[config.mk]
export PLATFORM = sky130hd
export DESIGN_NAME = keyboard_host_tx
export DESIGN_NICKNAME = d
export VERILOG_FILES = /design/src/rtl/keyboard_host_tx_pkg.sv /design/src/rtl/keyboard_negedge_detector.sv /design/src/rtl/keyboard_host_tx.sv
export SDC_FILE = /design/constraint.sdc
export NUM_CORES = 1
export LEC_CHECK = 0
export ABC_AREA = 1
export BUFFER_PORTS_ARGS = -buffer_cell sky130_fd_sc_hd__buf_2
export CORE_ASPECT_RATIO = 1.4
export CORE_MARGIN = 2
export CORE_UTILIZATION = 55
export DETAILED_ROUTE_END_ITERATION = 8
export PLACE_DENSITY_LB_ADDON = 0.25
export SLEW_MARGIN = 20
export SYNTH_ARGS = -nofsm -noshare
export SYNTH_HDL_FRONTEND = slang
export SYNTH_SLANG_ARGS = --single-unit
[constraint.sdc]
create_clock -name clk -period 3.42 [get_ports clk]
set_input_delay 0.171 -clock clk [delete_from_list [all_inputs] [get_ports clk]]
set_output_delay 0.171 -clock clk [all_outputs]
set_load 0.01 [all_outputs]
[src/rtl/keyboard_host_tx_pkg.sv]
// keyboard_host_tx_pkg
//   Shared definitions for the PS/2 host-to-device transmitter:
//   FSM state encoding, frame length and default timing constants.
//   Holds no ports; imported by keyboard_host_tx.

package keyboard_host_tx_pkg;

  typedef enum logic [2:0] {
    IDLE,
    INHIBIT,
    RTS,
    SHIFT,
    ACK,
    WAIT_IDLE
  } state_t;

  // Device clock falling edges per transmitted frame: 8 data, parity,
  // stop, acknowledge. The start bit is presented before the first edge.
  localparam int FRAME_EDGES = 11;

  // 100 us inhibit and 20 ms watchdog at a 50 MHz system clock.
  localparam int DEF_INHIBIT_CYCLES = 5000;
  localparam int DEF_TIMEOUT_CYCLES = 1000000;

  // One counter serves both the inhibit interval and the watchdog,
  // so it is sized for the larger of the two.
  function automatic int cnt_width(input int a, input int b);
    return $clog2(((a > b) ? a : b) + 1);
  endfunction

endpackage

[src/rtl/keyboard_negedge_detector.sv]
// keyboard_negedge_detector
//   Falling-edge detector for the raw PS/2 clock pad. The pad is brought
//   in through a 2-flop synchronizer and then sampled once every 32 clk
//   cycles, which filters short glitches on the slow PS/2 clock. A
//   one-cycle pulse is produced when a sample is low and the previous
//   sample was high. Worst-case lag from the pad edge is about 35 clk.
//
//   Ports:
//     clk        in  system clock
//     rst        in  synchronous active-high reset
//     i_ps2_clk  in  raw PS/2 clock line
//     o_edge_en  out one-cycle pulse per detected falling edge

module keyboard_negedge_detector (
  input  logic clk,
  input  logic rst,
  input  logic i_ps2_clk,
  output logic o_edge_en
);

  logic [1:0] sync;
  logic [4:0] div;
  logic       prev;

  always_ff @(posedge clk) begin
    if (rst) begin
      sync      <= 2'b11;
      div       <= 5'd0;
      prev      <= 1'b1;
      o_edge_en <= 1'b0;
    end else begin
      sync      <= {sync[0], i_ps2_clk};
      div       <= div + 5'd1;
      o_edge_en <= 1'b0;
      if (div == 5'd31) begin
        prev      <= sync[1];
        o_edge_en <= prev & ~sync[1];
      end
    end
  end

endmodule

[src/rtl/keyboard_host_tx.sv]
// keyboard_host_tx
//   PS/2 host-to-device transmitter. Accepts one command byte and sends it
//   using the request-to-send sequence: inhibit (clock held low), start bit
//   with clock released, then 8 data bits LSB first, odd parity and stop,
//   each placed on the line after a device clock falling edge, followed by
//   the device acknowledge. Lines are open-drain; an OE of 1 pulls low.
//
//   Optional build macro: KEYBOARD_TX_TIMEOUT_EN adds a watchdog that
//   abandons the frame when the device stops clocking.
//
//   Ports:
//     clk           in  system clock
//     i_sclr_n      in  synchronous active-low reset
//     i_valid       in  byte request
//     i_data[7:0]   in  byte to send
//     o_ready       out idle, a byte can be accepted
//     i_ps2_clk     in  raw PS/2 clock pad
//     i_ps2_dat     in  raw PS/2 data pad
//     o_ps2_clk_oe  out 1 = pull clock line low
//     o_ps2_dat_oe  out 1 = pull data line low
//     o_done        out one-cycle pulse when the frame is acknowledged
//     o_err         out one-cycle pulse on NACK (or watchdog timeout)
//
//   Handshake: a byte transfers in any cycle where i_valid and o_ready are
//   both 1; i_valid while o_ready is 0 is ignored, nothing is queued.

module keyboard_host_tx
  import keyboard_host_tx_pkg::*;
#(
  parameter int INHIBIT_CYCLES = DEF_INHIBIT_CYCLES,
  parameter int TIMEOUT_CYCLES = DEF_TIMEOUT_CYCLES
) (
  input  logic       clk,
  input  logic       i_sclr_n,
  input  logic       i_valid,
  input  logic [7:0] i_data,
  output logic       o_ready,
  input  logic       i_ps2_clk,
  input  logic       i_ps2_dat,
  output logic       o_ps2_clk_oe,
  output logic       o_ps2_dat_oe,
  output logic       o_done,
  output logic       o_err
);

  localparam int CW = cnt_width(INHIBIT_CYCLES, TIMEOUT_CYCLES);

  state_t        state, state_d;
  logic [7:0]    data_q, data_d;
  logic          parity_q, parity_d;
  logic [3:0]    bit_cnt, bit_cnt_d;
  logic [CW-1:0] cnt, cnt_d;
  logic          drive_low, drive_low_d;
  logic          acked, acked_d;
  logic [1:0]    dat_sync, clk_sync;
  logic          edge_en;
  logic          done, err;

  keyboard_negedge_detector u_edge (
    .clk       (clk),
    .rst       (~i_sclr_n),
    .i_ps2_clk (i_ps2_clk),
    .o_edge_en (edge_en)
  );

  always_ff @(posedge clk) begin
    if (!i_sclr_n) begin
      state     <= IDLE;
      data_q    <= 8'h00;
      parity_q  <= 1'b0;
      bit_cnt   <= 4'd0;
      cnt       <= '0;
      drive_low <= 1'b0;
      acked     <= 1'b0;
      dat_sync  <= 2'b11;
      clk_sync  <= 2'b11;
    end else begin
      state     <= state_d;
      data_q    <= data_d;
      parity_q  <= parity_d;
      bit_cnt   <= bit_cnt_d;
      cnt       <= cnt_d;
      drive_low <= drive_low_d;
      acked     <= acked_d;
      dat_sync  <= {dat_sync[0], i_ps2_dat};
      clk_sync  <= {clk_sync[0], i_ps2_clk};
    end
  end

  always_comb begin
    state_d     = state;
    data_d      = data_q;
    parity_d    = parity_q;
    bit_cnt_d   = bit_cnt;
    cnt_d       = cnt;
    drive_low_d = drive_low;
    acked_d     = acked;
    done        = 1'b0;
    err         = 1'b0;

    case (state)
      IDLE: begin
        if (i_valid) begin
          data_d    = i_data;
          parity_d  = ~^i_data;
          bit_cnt_d = 4'd0;
          cnt_d     = '0;
          state_d   = INHIBIT;
        end
      end
      INHIBIT: begin
        if (cnt == CW'(INHIBIT_CYCLES - 1)) begin
          cnt_d   = '0;
          state_d = RTS;
        end else begin
          cnt_d = cnt + CW'(1);
        end
      end
      RTS: begin
        // Start bit keeps data low once the clock is released.
        drive_low_d = 1'b1;
        bit_cnt_d   = 4'd0;
        state_d     = SHIFT;
      end
      SHIFT: begin
        if (edge_en) begin
          bit_cnt_d = bit_cnt + 4'd1;
          if (bit_cnt < 4'd8) begin
            drive_low_d = ~data_q[bit_cnt[2:0]];
          end else if (bit_cnt == 4'd8) begin
            drive_low_d = ~parity_q;
          end else begin
            // Stop bit: release data; next edge is the acknowledge.
            drive_low_d = 1'b0;
            state_d     = ACK;
          end
        end
      end
      ACK: begin
        if (edge_en) begin
          acked_d = ~dat_sync[1];
          state_d = WAIT_IDLE;
        end
      end
      WAIT_IDLE: begin
        if (clk_sync[1] && dat_sync[1]) begin
          done    = acked;
          err     = ~acked;
          state_d = IDLE;
        end
      end
      default: state_d = IDLE;
    endcase

`ifdef KEYBOARD_TX_TIMEOUT_EN
    // Watchdog: any device clock activity restarts the count.
    if (state inside {RTS, SHIFT, ACK, WAIT_IDLE}) begin
      if (edge_en) begin
        cnt_d = '0;
      end else begin
        cnt_d = cnt + CW'(1);
      end
      if (cnt == CW'(TIMEOUT_CYCLES - 1)) begin
        done    = 1'b0;
        err     = 1'b1;
        state_d = IDLE;
      end
    end
`endif
  end

  // OEs are decoded from registered state only, so they change cleanly
  // one cycle after the deciding event.
  assign o_ready      = (state == IDLE);
  assign o_ps2_clk_oe = (state == INHIBIT) || (state == RTS);
  assign o_ps2_dat_oe = (state == RTS) || ((state == SHIFT) && drive_low);
  // A reset cycle never reports a completed or failed frame.
  assign o_done       = done & i_sclr_n;
  assign o_err        = err & i_sclr_n;

endmodule

==> impl_metrics.xml, run 1 <==
<?xml version="1.0" encoding="UTF-8"?>
<metrics>
  <group name="clock_tree">
    <metric name="clock_latency" unit="ns">0.30</metric>
    <metric name="clockBufferDepth" unit="">2</metric>
    <metric name="clock_sink_count" unit="">49</metric>
    <metric name="post_cts.resized_instances" unit="">0</metric>
    <metric name="post-cts-setup-buffer-count" unit="">0</metric>
    <metric name="cts-htree-levels" unit="">2</metric>
    <metric name="clock_tree_from_tritoncts" unit="">built</metric>
    <metric name="cell_at_the_root_of_the_clock_tree" unit="">sky130_fd_sc_hd__clkbuf_8</metric>
    <metric name="cts-buffers-inserted" unit="">5</metric>
    <metric name="hold_buffers" unit="">0</metric>
    <metric name="worst_setup_hold_path_clk_slew" unit="ns">0.09</metric>
  </group>
  <group name="setup_path">
    <metric name="ff2ff_setup_slack" unit="ns">1.74</metric>
    <metric name="crit_required" unit="ns">3.25</metric>
    <metric name="crit_path_start_kind" unit="">flop</metric>
    <metric name="category_of_the_critical_setup_timing_path" unit="">flop to output pin</metric>
    <metric name="worst_setup_path_end_kind" unit="">output pin</metric>
    <metric name="critical_path.max_fanout" unit="">9</metric>
    <metric name="regToRegStartpoint" unit="">bit_cnt[0]</metric>
    <metric name="worst_ep_arrival_time" unit="ns">1.52</metric>
    <metric name="worst_r2r_endpoint" unit="">state[1]</metric>
    <metric name="timing.reg2reg.worst_path_depth" unit="">10</metric>
  </group>
  <group name="logic_synthesis">
    <metric name="yosys.area_share.xor_xnor" unit="%">4.17</metric>
    <metric name="synth_compound_area_share" unit="%">10.8</metric>
    <metric name="synth_top_family_by_area" unit="">simple AND/OR/NAND/NOR gates</metric>
    <metric name="syn_area_per_cell" unit="um2">6.89</metric>
    <metric name="synth-seq-cells" unit="">49</metric>
    <metric name="yosys.cell_types.count" unit="">36</metric>
    <metric name="post_synth_inst_count" unit="">396</metric>
    <metric name="synth.net_count" unit="">414</metric>
    <metric name="yosysWarningCount" unit="">0</metric>
    <metric name="post_synth_fa_ha_maj_area_fraction" unit="%">2.29</metric>
    <metric name="netlist_area" unit="mm2">0.00273</metric>
    <metric name="ys_seq_area_share" unit="%">35.9</metric>
    <metric name="yosys.area_share.simple" unit="%">38.0</metric>
    <metric name="synth.mux.area_fraction" unit="%">0</metric>
  </group>
  <group name="sta">
    <metric name="timing_worst_slew_pin_value" unit="ns">0.641</metric>
    <metric name="whs" unit="ns">0.0438</metric>
    <metric name="timing.max_slew.rel_slack" unit="%">57.2</metric>
    <metric name="unrepaired_setup_endpoints_after_global_routing" unit="">no</metric>
    <metric name="totalNegativeSetupSlack" unit="ns">0</metric>
    <metric name="fmaxAchievable" unit="GHz">0.591</metric>
    <metric name="worst_clock_skew" unit="ns">0.00813</metric>
    <metric name="setup_violations" unit="">0</metric>
    <metric name="final_min_period_over_clock_period" unit="%">49.5</metric>
    <metric name="timing.final.hold_violations" unit="">0</metric>
    <metric name="period_minus_slack" unit="ns">1.69</metric>
    <metric name="final-max-slew-violation-count" unit="">0</metric>
  </group>
  <group name="run_status">
    <metric name="run_status" unit="">complete, no violations</metric>
  </group>
  <group name="final_layout">
    <metric name="layout.cells.most_common" unit="">sky130_fd_sc_hd__nand2_1</metric>
    <metric name="layout_common_cells" unit="">sky130_fd_sc_hd__nand2_1 (99), sky130_fd_sc_hd__dfxtp_1 (49), sky130_fd_sc_hd__inv_1 (38), sky130_fd_sc_hd__nor2_1 (38), sky130_fd_sc_hd__nand3_1 (38)</metric>
    <metric name="nets" unit="">429</metric>
    <metric name="drive_gt1_share" unit="%">14.6</metric>
    <metric name="flow.area_growth_from_synthesis" unit="%">8.20</metric>
    <metric name="final.fill_count" unit="">470</metric>
    <metric name="stdcell_count" unit="">476</metric>
    <metric name="insertedDiodeCount" unit="">0</metric>
  </group>
  <group name="route">
    <metric name="residual_drc" unit="">0</metric>
    <metric name="routed_wire_length_per_instance" unit="um">11.7</metric>
    <metric name="vias_per_cell" unit="">5.22</metric>
    <metric name="drt.antenna.violating_nets" unit="">0</metric>
    <metric name="detail_route.iter0.violations" unit="">98</metric>
    <metric name="first_pass_iters" unit="">4</metric>
    <metric name="vias_post_dr" unit="">2486</metric>
    <metric name="postRouteWirelength" unit="um">5570</metric>
  </group>
  <group name="floorplanning">
    <metric name="initial_utilization" unit="%">56.8</metric>
    <metric name="die_width" unit="um">63.5</metric>
    <metric name="dieArea" unit="mm2">0.00555</metric>
    <metric name="num_rows" unit="">30</metric>
    <metric name="core_box_area" unit="mm2">0.00480</metric>
    <metric name="io_pins" unit="">18</metric>
    <metric name="dieHeight" unit="um">87.4</metric>
  </group>
  <group name="grt">
    <metric name="grt_pass1_wl" unit="um">9810</metric>
    <metric name="gr-total-overflow" unit="">0</metric>
    <metric name="grt_overall_usage" unit="%">21.9</metric>
    <metric name="via_count_of_the_first_global_routing_pass" unit="">2438</metric>
    <metric name="grt_antenna_before_repair" unit="">0</metric>
    <metric name="maximum_number_of_pins_on_one_net_before_global_route_repair" unit="">25</metric>
  </group>
  <group name="power">
    <metric name="power.ir.vdd_worst" unit="mV">0.250</metric>
    <metric name="total_power" unit="mW">1.71</metric>
    <metric name="power.static_leakage" unit="nW">1.21</metric>
    <metric name="power.density_cell_area" unit="mW/mm2">578</metric>
  </group>
  <group name="min_path">
    <metric name="hold_path_startpoint" unit="">i_ps2_dat</metric>
    <metric name="hold-path-endpoint" unit="">dat_sync[0]</metric>
    <metric name="hold_depth" unit="">2</metric>
    <metric name="worst_hold_path_type" unit="">primary input to flop</metric>
  </group>
  <group name="placed_design">
    <metric name="gp_congestion" unit="">0.869</metric>
    <metric name="port_buffers" unit="">17</metric>
    <metric name="place.detailed.instances" unit="">468</metric>
    <metric name="post-dp-hpwl" unit="um">4180</metric>
  </group>
  <group name="flow_run">
    <metric name="cap_violations" unit="">0</metric>
  </group>
</metrics>
per-stage QoR:
| stage | util [%] | instance area [um2] | setup slack [ns] |
|---|---|---|---|
| global placement | 59.0 | 2830 | 1.76 |
| CTS | 61.5 | 2950 | 1.71 |
| detailed placement | 59.0 | 2830 | 1.74 |
| finish | 61.5 | 2950 | 1.73 |
| global route | 61.5 | 2950 | 1.55 |
| floorplan | - | 2730 | 1.99 |
synthesized netlist by cell type:
cell type	n	area share, %
sky130_fd_sc_hd__nor2_4	2	0.82
sky130_fd_sc_hd__nand3_2	1	0.37
sky130_fd_sc_hd__o31ai_1	1	0.28
sky130_fd_sc_hd__o21ai_1	2	0.37
sky130_fd_sc_hd__nand3b_2	1	0.41
sky130_fd_sc_hd__a21oi_1	34	6.2
sky130_fd_sc_hd__o21bai_1	1	0.28
sky130_fd_sc_hd__buf_6	3	1.2
sky130_fd_sc_hd__buf_2	1	0.18
sky130_fd_sc_hd__ha_1	5	2.3
sky130_fd_sc_hd__xnor2_1	6	1.9
sky130_fd_sc_hd__nand2_1	99	14
sky130_fd_sc_hd__nor4_1	2	0.46
sky130_fd_sc_hd__nor2_1	38	5.2
sky130_fd_sc_hd__clkinv_1	2	0.28
sky130_fd_sc_hd__nand3_1	38	7.0
sky130_fd_sc_hd__nor2_2	6	1.4
sky130_fd_sc_hd__or2_2	5	1.1
sky130_fd_sc_hd__nand3_4	2	1.3
sky130_fd_sc_hd__clkbuf_1	4	0.55
sky130_fd_sc_hd__o21ai_0	15	2.7
sky130_fd_sc_hd__inv_1	38	5.2
sky130_fd_sc_hd__inv_2	5	0.69
sky130_fd_sc_hd__dfxtp_1	49	36
sky130_fd_sc_hd__nor2_8	1	0.73
sky130_fd_sc_hd__o211ai_1	1	0.28
sky130_fd_sc_hd__o21ai_2	2	0.64
sky130_fd_sc_hd__buf_4	1	0.28
sky130_fd_sc_hd__nand3b_1	3	0.82
sky130_fd_sc_hd__xor2_1	7	2.2
sky130_fd_sc_hd__clkinv_2	2	0.37
sky130_fd_sc_hd__nor3_1	3	0.55
sky130_fd_sc_hd__nand2_4	3	1.2
sky130_fd_sc_hd__nand2_2	5	1.1
sky130_fd_sc_hd__nand4_1	7	1.6
sky130_fd_sc_hd__and2_1	1	0.23
report_power, final:
part	internal (mW)	switching, mW
Sequential	0.636	0.0762
Clock	0.238	0.199
Combinational	0.189	0.370
Total	1.06	0.645
worst max-delay path by stage:
stage	from	endpoint	slack, ns	cells after the start
after floorplan	bit_cnt[0]	state[1]	1.99	10
after global placement	bit_cnt[0]	state[0]	1.76	10
after detailed placement	bit_cnt[0]	state[1]	1.74	10
after CTS	state[2]	o_err	1.71	3
after global routing	bit_cnt[0]	state[1]	1.55	10
final	state[2]	o_err	1.73	3
critical path, stage by stage, from the launching register on:
cell and delay [ns]:
sky130_fd_sc_hd__dfxtp_1 0.64, sky130_fd_sc_hd__nand3_1 0.20, sky130_fd_sc_hd__nor4_1 0.19, sky130_fd_sc_hd__buf_2 0.18
metal layers:
metal	vias up	track usage [%]	share of wire, %
met4	0	10.9	3.1
met2	47	42.5	51
met1	1112	22.2	43
li1	1310	-	-
met3	17	3.75	2.7
met5	-	0	0
kinds of logic (layout without fill, tap and decap cells):
| kind of cell | Yosys count | after routing |
|---|---|---|
| AND/OR/NAND/NOR | 217 | 217 |
| XOR/XNOR | 13 | 13 |
| flip-flops | 49 | 49 |
| buffers and inverters | 56 | 72 |
| AO/OA/AOI/OAI | 56 | 56 |
| adder cells (fa/ha/maj) | 5 | 5 |
final cells by class:
| type | instances | area [um2] | area share, % |
|---|---|---|---|
| multi-input cells | 291 | 1510 | 51.1 |
| clock buffers | 6 | 82.6 | 2.80 |
| flip-flops and latches | 49 | 981 | 33.2 |
| repair buffers | 17 | 85.1 | 2.88 |
| well taps | 64 | 80.1 | 2.71 |
| clock inverters | 2 | 37.5 | 1.27 |
| inverters | 47 | 179 | 6.06 |
flip-flops by register name (all words and copies together) (netlist names):
| register | count |
|---|---|
| state | 3 |
| dat_sync | 2 |
| u_edge.o_edge_en | 1 |
| parity_q | 1 |
| drive_low | 1 |
| acked | 1 |
| data_q | 8 |
| u_edge.div | 5 |
| clk_sync | 2 |
| cnt | 20 |
| bit_cnt | 4 |
| u_edge.prev | 1 |
(Power assumes the default switching activity.)
==> run 2, diff against run 1 <==
--- a/config.mk
+++ b/config.mk
@@ -5,11 +5,11 @@
 export SDC_FILE = /design/constraint.sdc
 export NUM_CORES = 1
 export LEC_CHECK = 0
-export ABC_AREA = 1
+export ABC_AREA = 0
 export BUFFER_PORTS_ARGS = -buffer_cell sky130_fd_sc_hd__buf_2
 export CORE_ASPECT_RATIO = 1.4
 export CORE_MARGIN = 2
-export CORE_UTILIZATION = 55
+export CORE_UTILIZATION = 54
 export DETAILED_ROUTE_END_ITERATION = 8
 export PLACE_DENSITY_LB_ADDON = 0.25
 export SLEW_MARGIN = 20
==> constraint.sdc (replaced) <==
create_clock -name clk -period 1.51 [get_ports clk]
set_input_delay 0.0755 -clock clk [delete_from_list [all_inputs] [get_ports clk]]
set_output_delay 0.0755 -clock clk [all_outputs]
set_load 0.01 [all_outputs]
==> run 2 against run 1 <==
The run now ends with setup timing left. Largest power group is now combinational cells. Utilization rose by 19 points. Register-to-register slack got worse by 2.2 ns. Critical endpoint is now cnt[17]. Via count rose by 3.1%. Routed wire length rose by 28%. First-iteration DRC count rose by 76%.
==> impl_metrics.xml, run 2 <==
<?xml version="1.0" encoding="UTF-8"?>
<metrics>
  <group name="final_layout">
    <metric name="flow.area_growth_from_synthesis" unit="%">45.5</metric>
    <metric name="layout_common_cells" unit="">sky130_fd_sc_hd__buf_4 (68), sky130_fd_sc_hd__nand2_1 (42), sky130_fd_sc_hd__dfxtp_1 (41)</metric>
    <metric name="largest_register_ff_count" unit="">20</metric>
    <metric name="final.fill_count" unit="">280</metric>
    <metric name="insertedDiodeCount" unit="">0</metric>
    <metric name="nets" unit="">397</metric>
    <metric name="biggestRegsByFlops" unit="">cnt (20), data_q (8), u_edge.div (5)</metric>
    <metric name="layout.cells.most_common" unit="">sky130_fd_sc_hd__buf_4</metric>
    <metric name="stdcell_count" unit="">441</metric>
    <metric name="largest_register" unit="">cnt</metric>
    <metric name="drive_gt1_share" unit="%">42.7</metric>
  </group>
  <group name="clock_tree">
    <metric name="clock_latency" unit="ns">0.31</metric>
    <metric name="cell_at_the_root_of_the_clock_tree" unit="">sky130_fd_sc_hd__clkbuf_8</metric>
    <metric name="clockBufferDepth" unit="">2</metric>
    <metric name="cts-buffers-inserted" unit="">5</metric>
    <metric name="cts-htree-levels" unit="">2</metric>
    <metric name="clock_tree_from_tritoncts" unit="">built</metric>
    <metric name="worst_setup_hold_path_clk_slew" unit="ns">0.09</metric>
    <metric name="clock_sink_count" unit="">49</metric>
  </group>
  <group name="logic_synthesis">
    <metric name="ys_async_sr_fraction" unit="%">0</metric>
    <metric name="synth.net_count" unit="">303</metric>
    <metric name="post_synth_main_area_contributors" unit="">sky130_fd_sc_hd__dfxtp_1 (40%), sky130_fd_sc_hd__nand2_1 (6.9%), sky130_fd_sc_hd__a21oi_1 (5.1%)</metric>
    <metric name="synth-edff-count" unit="">0</metric>
    <metric name="synthFlopType" unit="">sky130_fd_sc_hd__dfxtp_1</metric>
    <metric name="synth_area_leader_cell" unit="">sky130_fd_sc_hd__dfxtp_1</metric>
    <metric name="yosys.cell_types.count" unit="">49</metric>
    <metric name="ys_seq_area_share" unit="%">39.9</metric>
    <metric name="synthTopCellsByCount" unit="">sky130_fd_sc_hd__dfxtp_1 (49), sky130_fd_sc_hd__nand2_1 (45), sky130_fd_sc_hd__a21oi_1 (25), sky130_fd_sc_hd__nand3_1 (19), sky130_fd_sc_hd__nor2_1 (19)</metric>
    <metric name="most_frequent_cell_after_synthesis" unit="">sky130_fd_sc_hd__dfxtp_1</metric>
    <metric name="synth-seq-cells" unit="">49</metric>
    <metric name="yosysWarningCount" unit="">0</metric>
    <metric name="netlist_area" unit="mm2">0.00246</metric>
    <metric name="yosysTopAreaCellShare" unit="%">39.9</metric>
    <metric name="post_synth_inst_count" unit="">285</metric>
    <metric name="syn_area_per_cell" unit="um2">8.64</metric>
  </group>
  <group name="placed_design">
    <metric name="port_buffers" unit="">17</metric>
    <metric name="place.detailed.instances" unit="">408</metric>
    <metric name="gp_congestion" unit="">0.844</metric>
    <metric name="post-dp-hpwl" unit="um">4320</metric>
  </group>
  <group name="route">
    <metric name="first_pass_iters" unit="">4</metric>
    <metric name="drt.antenna.violating_nets" unit="">0</metric>
    <metric name="vias_per_cell" unit="">5.81</metric>
    <metric name="routed_wire_length_per_instance" unit="um">16.2</metric>
    <metric name="detail_route.iter0.violations" unit="">172</metric>
    <metric name="residual_drc" unit="">0</metric>
    <metric name="postRouteWirelength" unit="um">7150</metric>
    <metric name="vias_post_dr" unit="">2563</metric>
  </group>
  <group name="floorplanning">
    <metric name="initial_utilization" unit="%">55.1</metric>
    <metric name="dieHeight" unit="um">83.9</metric>
    <metric name="core_box_area" unit="mm2">0.00446</metric>
    <metric name="dieArea" unit="mm2">0.00512</metric>
    <metric name="io_pins" unit="">18</metric>
    <metric name="die_width" unit="um">61.1</metric>
    <metric name="num_rows" unit="">29</metric>
  </group>
  <group name="sta">
    <metric name="setup_violations" unit="">22</metric>
    <metric name="worst_clock_skew" unit="ns">0.00501</metric>
    <metric name="totalNegativeSetupSlack" unit="ns">-7.76</metric>
    <metric name="final_min_period_over_clock_period" unit="%">128</metric>
    <metric name="fmaxAchievable" unit="GHz">0.518</metric>
    <metric name="timing.max_slew.rel_slack" unit="%">67.8</metric>
    <metric name="timing_worst_slew_pin_value" unit="ns">0.484</metric>
    <metric name="unrepaired_setup_endpoints_after_global_routing" unit="">yes</metric>
    <metric name="timing.final.hold_violations" unit="">0</metric>
    <metric name="period_minus_slack" unit="ns">1.93</metric>
    <metric name="worst_slack" unit="ns">-0.421</metric>
    <metric name="final-max-slew-violation-count" unit="">0</metric>
  </group>
  <group name="setup_path">
    <metric name="critical-path-top-cell-by-count" unit="">sky130_fd_sc_hd__buf_4</metric>
    <metric name="worst_setup_path_end_kind" unit="">flop</metric>
    <metric name="crit_path_start_kind" unit="">flop</metric>
    <metric name="cpPeakStageDelay" unit="ns">0.56</metric>
    <metric name="timing.reg2reg.worst_path_depth" unit="">7</metric>
    <metric name="critical_path.max_fanout" unit="">5</metric>
    <metric name="crit_path_cell_trace" unit="">or4_4 -&gt; nor4_4 -&gt; buf_4 -&gt; a2111oi_4 -&gt; buf_4 -&gt; nand3_1 -&gt; o311ai_4</metric>
    <metric name="worst_ep_arrival_time" unit="ns">2.12</metric>
    <metric name="category_of_the_critical_setup_timing_path" unit="">flop to flop</metric>
    <metric name="crit_path_max_delay_cell_type" unit="">sky130_fd_sc_hd__or4_4</metric>
    <metric name="crit_required" unit="ns">1.70</metric>
  </group>
  <group name="power">
    <metric name="pwr-share-clk" unit="%">18.2</metric>
    <metric name="switchingPower" unit="mW">1.56</metric>
    <metric name="netSwitchingFraction" unit="%">36.0</metric>
    <metric name="total_power" unit="mW">4.32</metric>
    <metric name="p_int" unit="mW">2.77</metric>
    <metric name="power.ir.vdd_worst" unit="mV">0.931</metric>
    <metric name="portion_of_total_power_attributed_to_combinational_logic" unit="%">46.5</metric>
    <metric name="power.share.sequential" unit="%">35.2</metric>
    <metric name="power.density_cell_area" unit="mW/mm2">1210</metric>
    <metric name="power.static_leakage" unit="nW">1.43</metric>
  </group>
  <group name="min_path">
    <metric name="worst_hold_path_type" unit="">primary input to flop</metric>
    <metric name="hold_depth" unit="">3</metric>
  </group>
  <group name="grt">
    <metric name="via_count_of_the_first_global_routing_pass" unit="">2520</metric>
    <metric name="grt_antenna_before_repair" unit="">0</metric>
    <metric name="gr-total-overflow" unit="">0</metric>
    <metric name="maximum_number_of_pins_on_one_net_before_global_route_repair" unit="">19</metric>
    <metric name="grt_pass1_wl" unit="um">10600</metric>
    <metric name="grt_overall_usage" unit="%">27.2</metric>
  </group>
  <group name="flow_run">
    <metric name="cap_violations" unit="">0</metric>
  </group>
  <group name="run_status">
    <metric name="run_status" unit="">complete, but fails checks</metric>
    <metric name="failed_checks" unit="">setup timing</metric>
  </group>
</metrics>
==> run 2: what timing repair did <==
| action | 4_1_cts | 5_1_grt |
|---|---|---|
| gates resized for setup | 21 | 30 |
| setup endpoints to repair | 37 | 32 |
| gates cloned | 0 | 1 |
| hold endpoints to repair | 2 | 0 |
| hold buffers | 2 | 0 |
| pin swaps | 7 | 22 |
| setup buffers | 12 | 13 |
==> run 2: per-stage QoR <==
step / worst slack, ns / hold slack, ns / instance area [um2] / utilization [%]
floorplan: -0.260 / 0.177 / 2500 / -
global placement: -0.668 / 0.256 / 3030 / 67.8
detailed placement: -0.437 / 0.266 / 3040 / 68.0
CTS: -0.395 / 0.0195 / 3350 / 75.0
global route: -0.469 / 0.0359 / 3580 / 80.2
finish: -0.421 / 0.0213 / 3580 / 80.2
==> run 2: per-layer routing <==
layer	vias up	GRT usage, %	routed length (um)
met4	0	16.0	291
met1	1242	26.3	2470
li1	1208	-	-
met3	25	5.12	350
met2	88	49.4	4040
met5	-	0	0
==> run 2: area by class of cell <==
| type | count | area (um2) | area share, % |
|---|---|---|---|
| inverters | 8 | 33.8 | 0.943 |
| repair buffers | 96 | 762 | 21.3 |
| well taps | 62 | 77.6 | 2.17 |
| multi-input cells | 219 | 1630 | 45.5 |
| clock buffers | 7 | 86.3 | 2.41 |
| flip-flops and latches | 49 | 993 | 27.7 |
==> run 2: worst max-delay path: cells and delay by family, from the launching register on <==
kind,cells,cell delay [ns]
AO/OA/AOI/OAI,2,0.21
flip-flops,1,0.33
buffers and inverters,2,0.36
AND/OR/NAND/NOR,3,0.92
==> run 2: worst paths after layout <==
| path | end | slack [ns] | from |
|---|---|---|---|
| worst max-delay path | cnt[17] | -0.42 | cnt[13] |
| worst min-delay path | data_q[3] | 0.02 | i_data[3] |
| worst max register to register | cnt[17] | -0.42 | cnt[13] |
| worst min register to register | clk_sync[1] | 0.41 | clk_sync[0] |
==> run 2: logic make-up (layout without fill, tap and decap cells) <==
group           Yosys count  in the layout  synth area share [%]
xor+xnor                 15             15                  5.34
flops                    49             49                  39.9
simple gates            127            127                  27.7
fa+ha+maj                 5              5                  2.54
mux                       6              6                  3.46
compound gates           65             66                  17.8
buf+inv                  18            111                  3.36
==> run 2: power by group through the flow <==
stage               Sequential, mW  Combinational [mW]  Clock (mW)
floorplan                     1.56               0.880           0
global placement              1.53                1.36           0
detailed placement            1.54                1.40           0
CTS                           1.51                1.63       0.800
global route                  1.54                2.15       0.842
finish                        1.52                2.01       0.788
